`src/rtl/perimeter_arbiter.sv`:
```
// Round-robin arbiter: two dav_/rfd producers share one consumer, one word in flight at a time.
// Define PERIMETER_ARB_FIXED_PRIO_EN for fixed priority (producer 1 always wins a tie).
module perimeter_arbiter #(
  parameter int W = 16
) (
  input  logic         clock,
  input  logic         reset,
  input  logic [W-1:0] data_in_1,
  input  logic         dav_in_1_,
  output logic         rfd_in_1,
  input  logic [W-1:0] data_in_2,
  input  logic         dav_in_2_,
  output logic         rfd_in_2,
  output logic [W-1:0] data_out,
  output logic         src_out,
  output logic         dav_out_,
  input  logic         rfd_out
);

  typedef enum logic [1:0] {IDLE, IN_ACK, OUT_WAIT, OUT_VALID} state_t;

  state_t         state, state_nx;
  logic           rfd_in_1_nx, rfd_in_2_nx, dav_out_nx, src_out_nx;
  logic [W-1:0]   data_out_nx;
  logic           pick_2;
  logic           dav_granted_;

`ifdef PERIMETER_ARB_FIXED_PRIO_EN
  assign pick_2 = ~dav_in_2_ & dav_in_1_;
`else
  // last_2 set means producer 2 was served last, so producer 1 wins the next tie.
  logic last_2, last_2_nx;
  assign pick_2 = ~dav_in_2_ & (dav_in_1_ | ~last_2);
`endif

  // src_out is only rewritten at grant, so it doubles as the granted-producer index.
  assign dav_granted_ = src_out ? dav_in_2_ : dav_in_1_;

  // NOTE: every output of this block is given a default first, so no path leaves one unassigned (no latches).
  always_comb begin
    state_nx    = state;
    rfd_in_1_nx = rfd_in_1;
    rfd_in_2_nx = rfd_in_2;
    dav_out_nx  = dav_out_;
    src_out_nx  = src_out;
    data_out_nx = data_out;
`ifndef PERIMETER_ARB_FIXED_PRIO_EN
    last_2_nx   = last_2;
`endif
    unique case (state)
      IDLE: begin
        if (!dav_in_1_ || !dav_in_2_) begin
          data_out_nx = pick_2 ? data_in_2 : data_in_1;
          src_out_nx  = pick_2;
          if (pick_2) rfd_in_2_nx = 1'b0;
          else        rfd_in_1_nx = 1'b0;
`ifndef PERIMETER_ARB_FIXED_PRIO_EN
          last_2_nx   = pick_2;
`endif
          state_nx    = IN_ACK;
        end
      end
      IN_ACK: begin
        if (dav_granted_) begin
          if (src_out) rfd_in_2_nx = 1'b1;
          else         rfd_in_1_nx = 1'b1;
          state_nx = OUT_WAIT;
        end
      end
      OUT_WAIT: begin
        if (rfd_out) begin
          dav_out_nx = 1'b0;
          state_nx   = OUT_VALID;
        end
      end
      OUT_VALID: begin
        if (!rfd_out) begin
          dav_out_nx = 1'b1;
          state_nx   = IDLE;
        end
      end
      default: state_nx = IDLE;
    endcase
  end

  // NOTE: sequential state uses non-blocking assignments so every register samples pre-edge values.
  always_ff @(posedge clock) begin
    if (reset) begin
      state    <= IDLE;
      rfd_in_1 <= 1'b1;
      rfd_in_2 <= 1'b1;
      dav_out_ <= 1'b1;
      src_out  <= 1'b0;
      data_out <= '0;
    end else begin
      state    <= state_nx;
      rfd_in_1 <= rfd_in_1_nx;
      rfd_in_2 <= rfd_in_2_nx;
      dav_out_ <= dav_out_nx;
      src_out  <= src_out_nx;
      data_out <= data_out_nx;
    end
  end

`ifndef PERIMETER_ARB_FIXED_PRIO_EN
  always_ff @(posedge clock) begin
    if (reset) last_2 <= 1'b1;
    else       last_2 <= last_2_nx;
  end
`endif

endmodule
```
`config.mk`:
```
export PLATFORM = sky130hd
export DESIGN_NAME = perimeter_arbiter
export DESIGN_NICKNAME = d
export VERILOG_FILES = /design/src/rtl/perimeter_arbiter.sv
export SDC_FILE = /design/constraint.sdc
export NUM_CORES = 1
export LEC_CHECK = 0
export ABC_CLOCK_PERIOD_IN_PS = 1900
export CAP_MARGIN = 25
export CORE_ASPECT_RATIO = 0.9
export CORE_UTILIZATION = 36
export DETAILED_ROUTE_END_ITERATION = 8
export GPL_TIMING_DRIVEN = 0
export HOLD_SLACK_MARGIN = 0.05
export MAX_ROUTING_LAYER = met4
export PLACE_DENSITY = 0.84
export SLEW_MARGIN = 40
export SYNTH_ARGS = -nofsm -noshare
export SYNTH_HDL_FRONTEND = slang
export SYNTH_SLANG_ARGS = --single-unit
export TNS_END_PERCENT = 1
```
`constraint.sdc`:
```
create_clock -name clock -period 1.9 [get_ports clock]
set_clock_uncertainty 0.15 [all_clocks]
set_input_delay 0.475 -clock clock [delete_from_list [all_inputs] [get_ports clock]]
set_output_delay 0.475 -clock clock [all_outputs]
set_load 0.02 [all_outputs]
```
==> impl_metrics.py <==
metrics = {
    "pwr": {
        "p_leak_uw": 0.000753,
        "power_frac_clock_pct": 12.4,
        "combPwrFrac_pct": 56.6,
        "p_total_uw": 2450,
        "sw_frac_of_total_pct": 39.3,
        "p_switching_uw": 961,
        "power_frac_seq_pct": 31.0,
        "p_int_uw": 1490,
        "ir_drop_uv": 430,
        "p_per_area_mw_per_mm2": 1290,
    },
    "logic_synthesis": {
        "yosys_warnings": 0,
        "synth_top_family_by_area": "compound AO/OA/AOI/OAI gates",
        "synth_area_mm2": 0.00121,
        "synth_fa_ha_area_share_pct": 6.22,
        "synth_cells": 126,
        "yosys.area_share.simple_pct": 13.5,
        "synth_mux_area_share_pct": 15.8,
        "synth_xor_area_share_pct": 0,
        "syn_area_per_cell_um2": 9.58,
        "synth_nets": 169,
        "seq_area_frac_synth_pct": 38.1,
        "synth_compound_area_share_pct": 20.0,
        "ys_ff_latch": 23,
        "ys_types": 29,
    },
    "worst_setup_path": {
        "critPathKind": "reg2out",
        "worst_path_dominant_cell_family": "buffers and inverters",
        "critPathMaxStageDelay_ns": 0.61,
        "worstSetupStartpointType": "flip-flop",
        "slowest_stage": "clkdlybuf4s50_1",
        "path_cells": "clkdlybuf4s50_1",
        "crit_path_end_kind": "output pin",
        "worst-endpoint-required_ns": 1.27,
        "path_buf_inv": 1,
        "cp.arrival_ns": 1.23,
        "crit_fanout": 3,
    },
    "clocking": {
        "ctsRootBufferMaster": "clkbuf_8",
        "path_clk_slew_ns": 0.08,
        "clock_path_buffers": 2,
        "cts_tree": "yes",
        "cts_buffers": 3,
        "htree_levels": 1,
        "cts.sinks": 23,
        "clk_latency_ns": 0.26,
    },
    "place": {
        "dp_hpwl_mm": 2.20,
        "place_ws_ns": -0.108,
        "place_congestion": 0.836,
        "dpl.cell_count": 222,
        "io_buffers": 54,
    },
    "hold_path": {
        "hp-class": "reg2reg",
    },
    "grt": {
        "gr-usage-all-layers_pct": 17.0,
        "grt_pass1_vias": 1066,
        "grt_max_degree": 13,
        "grt_antenna_before_repair": 0,
        "overflow": 0,
        "grt_pass1_wl_mm": 4.59,
    },
    "layout": {
        "area_growth_pct": 57.3,
        "utilization_pct": 61.0,
        "final_cell_mix": "clkdlybuf4s50_1 (53), nor2_1 (24), dfxtp_1 (21)",
        "antennaDiodeCount": 0,
        "final_cells": 228,
        "layout.nets": 230,
        "final_common_cell": "clkdlybuf4s50_1",
        "drive_gt1_share_pct": 11.3,
    },
    "drt": {
        "viasPerCell": 5.00,
        "first_iter_violations": 38,
        "drtPass1Iterations": 4,
        "ant_nets": 0,
        "vias": 1140,
        "drt_wl_total_mm": 2.87,
        "drc": 0,
        "wl_per_cell_um": 12.6,
    },
    "sta": {
        "setup_viol": 0,
        "max_freq_mhz": 539,
        "setup_tns_ns": 0,
        "max-slew-margin-rel_pct": 67.2,
        "finalHoldViolCount": 0,
        "worst_slew_pin_slew_ns": 0.492,
        "report.final.slew_viol_count": 0,
        "layout_setup_ws_ns": 0.0452,
        "finalCritPeriodShare_pct": 97.6,
        "rsz0062_at_grt": "false",
        "post-route-min-period_ns": 1.85,
    },
    "floorplanning": {
        "rows": 19,
        "die_y_um": 56.9,
        "die_width_um": 63.0,
        "core_area_mm2": 0.00311,
        "die_area_mm2": 0.00359,
        "ios": 57,
        "initial_core_util_pct": 38.8,
    },
    "outcome": {
        "status": "finished, final reports clean",
    },
    "flow_run": {
        "cap_violations": 0,
    },
}
## path summary, 6_finish.rpt
check	from	to	slack [ns]	depth (start not counted)
worst max-delay path	dav_out_	dav_out_	0.05	1
worst max register to register	state[0]	rfd_in_2	0.09	6
worst min register to register	rfd_in_1	rfd_in_1	0.35	2
worst min-delay path	rfd_in_1	rfd_in_1	0.35	2
## power by group through the flow
stage          clock network (uW)  registers, uW  logic, uW
2_1_floorplan                   0            924        629
3_3_place_gp                    0            759       1230
3_5_place_dp                    0            771       1270
4_1_cts                       309            763       1290
5_1_grt                       324            780       1510
6_report                      304            759       1390
## final cells by class
type | count | area [um2]
fill | 281 | 1210
multi-input combinational | 90 | 699
timing repair buffer | 57 | 562
sequential | 23 | 465
buffer | 8 | 57.6
tap | 42 | 52.6
clock buffer | 4 | 45.0
inverter | 4 | 17.5
## worst register-to-register path, stage by stage, from the launching register on
cell and delay (ns):
dfxtp_4 0.35, inv_1 0.14, ha_4 0.21, a21boi_4 0.28, o2111ai_2 0.14, o21a_1 0.19
a211o_1 0.25
## per-layer routing
layer | share of wire, % | vias up | wire length [um] | global-route usage [%]
met2 | 51 | 51 | 1470 | 29.8
met4 | 1.3 | 0 | 36 | 7.97
met3 | 6.7 | 4 | 193 | 3.20
met5 | 0 | - | 0 | -
met1 | 41 | 517 | 1160 | 18.6
li1 | - | 568 | - | -
## sequential cells by signal, summed over array words and instances, names as in the netlist
name and count:
data_out 16, state 2, dav_out_ 1, last_2 1
rfd_in_1 1, rfd_in_2 1, src_out 1
## metrics by stage
stage               instance area (um2)  hold WS, ns
detailed placement                 1800        0.335
CTS                                1850        0.355
floorplan                          1210        0.364
global placement                   1800        0.309
global route                       1900        0.388
finish                             1900        0.352
## Yosys cell counts, drive strengths merged
cell	n	area share [%]
dfxtp	23	38
a211o	1	0.73
nand3	1	0.41
a21boi	1	1.6
clkbuf	5	1.6
a21oi	3	2.2
buf	4	3.4
o21a	1	0.62
ha	6	6.2
a211oi	17	11
inv	4	1.5
o21bai	1	0.62
mux2i	19	16
o2111ai	1	0.73
and2	1	0.52
o311a	1	0.83
a221o	1	0.83
nor2b	2	1.0
o31ai	1	0.62
or4bb	1	0.93
nand2b	3	1.6
nand3b	1	0.62
nand2	3	0.93
nor2	24	7.5
a221oi	1	0.73
## cell families (layout without fill, tap and decap cells)
kind of cell               after synthesis  count (layout)
adders and majority gates                6               6
AOI/OAI and AO/OA                       29              29
and+or+nand+nor                         36              36
muxes                                   19              19
DFF                                     23              23
buffers and inverters                   13              73
## repair_timing
item	CTS	global route
hold buffers	0	0
gates resized for setup	6	8
endpoints found under the setup margin	18	15
pin swaps	0	1
setup buffers	0	3
No activity file was read; power rests on OpenSTA's default activity.
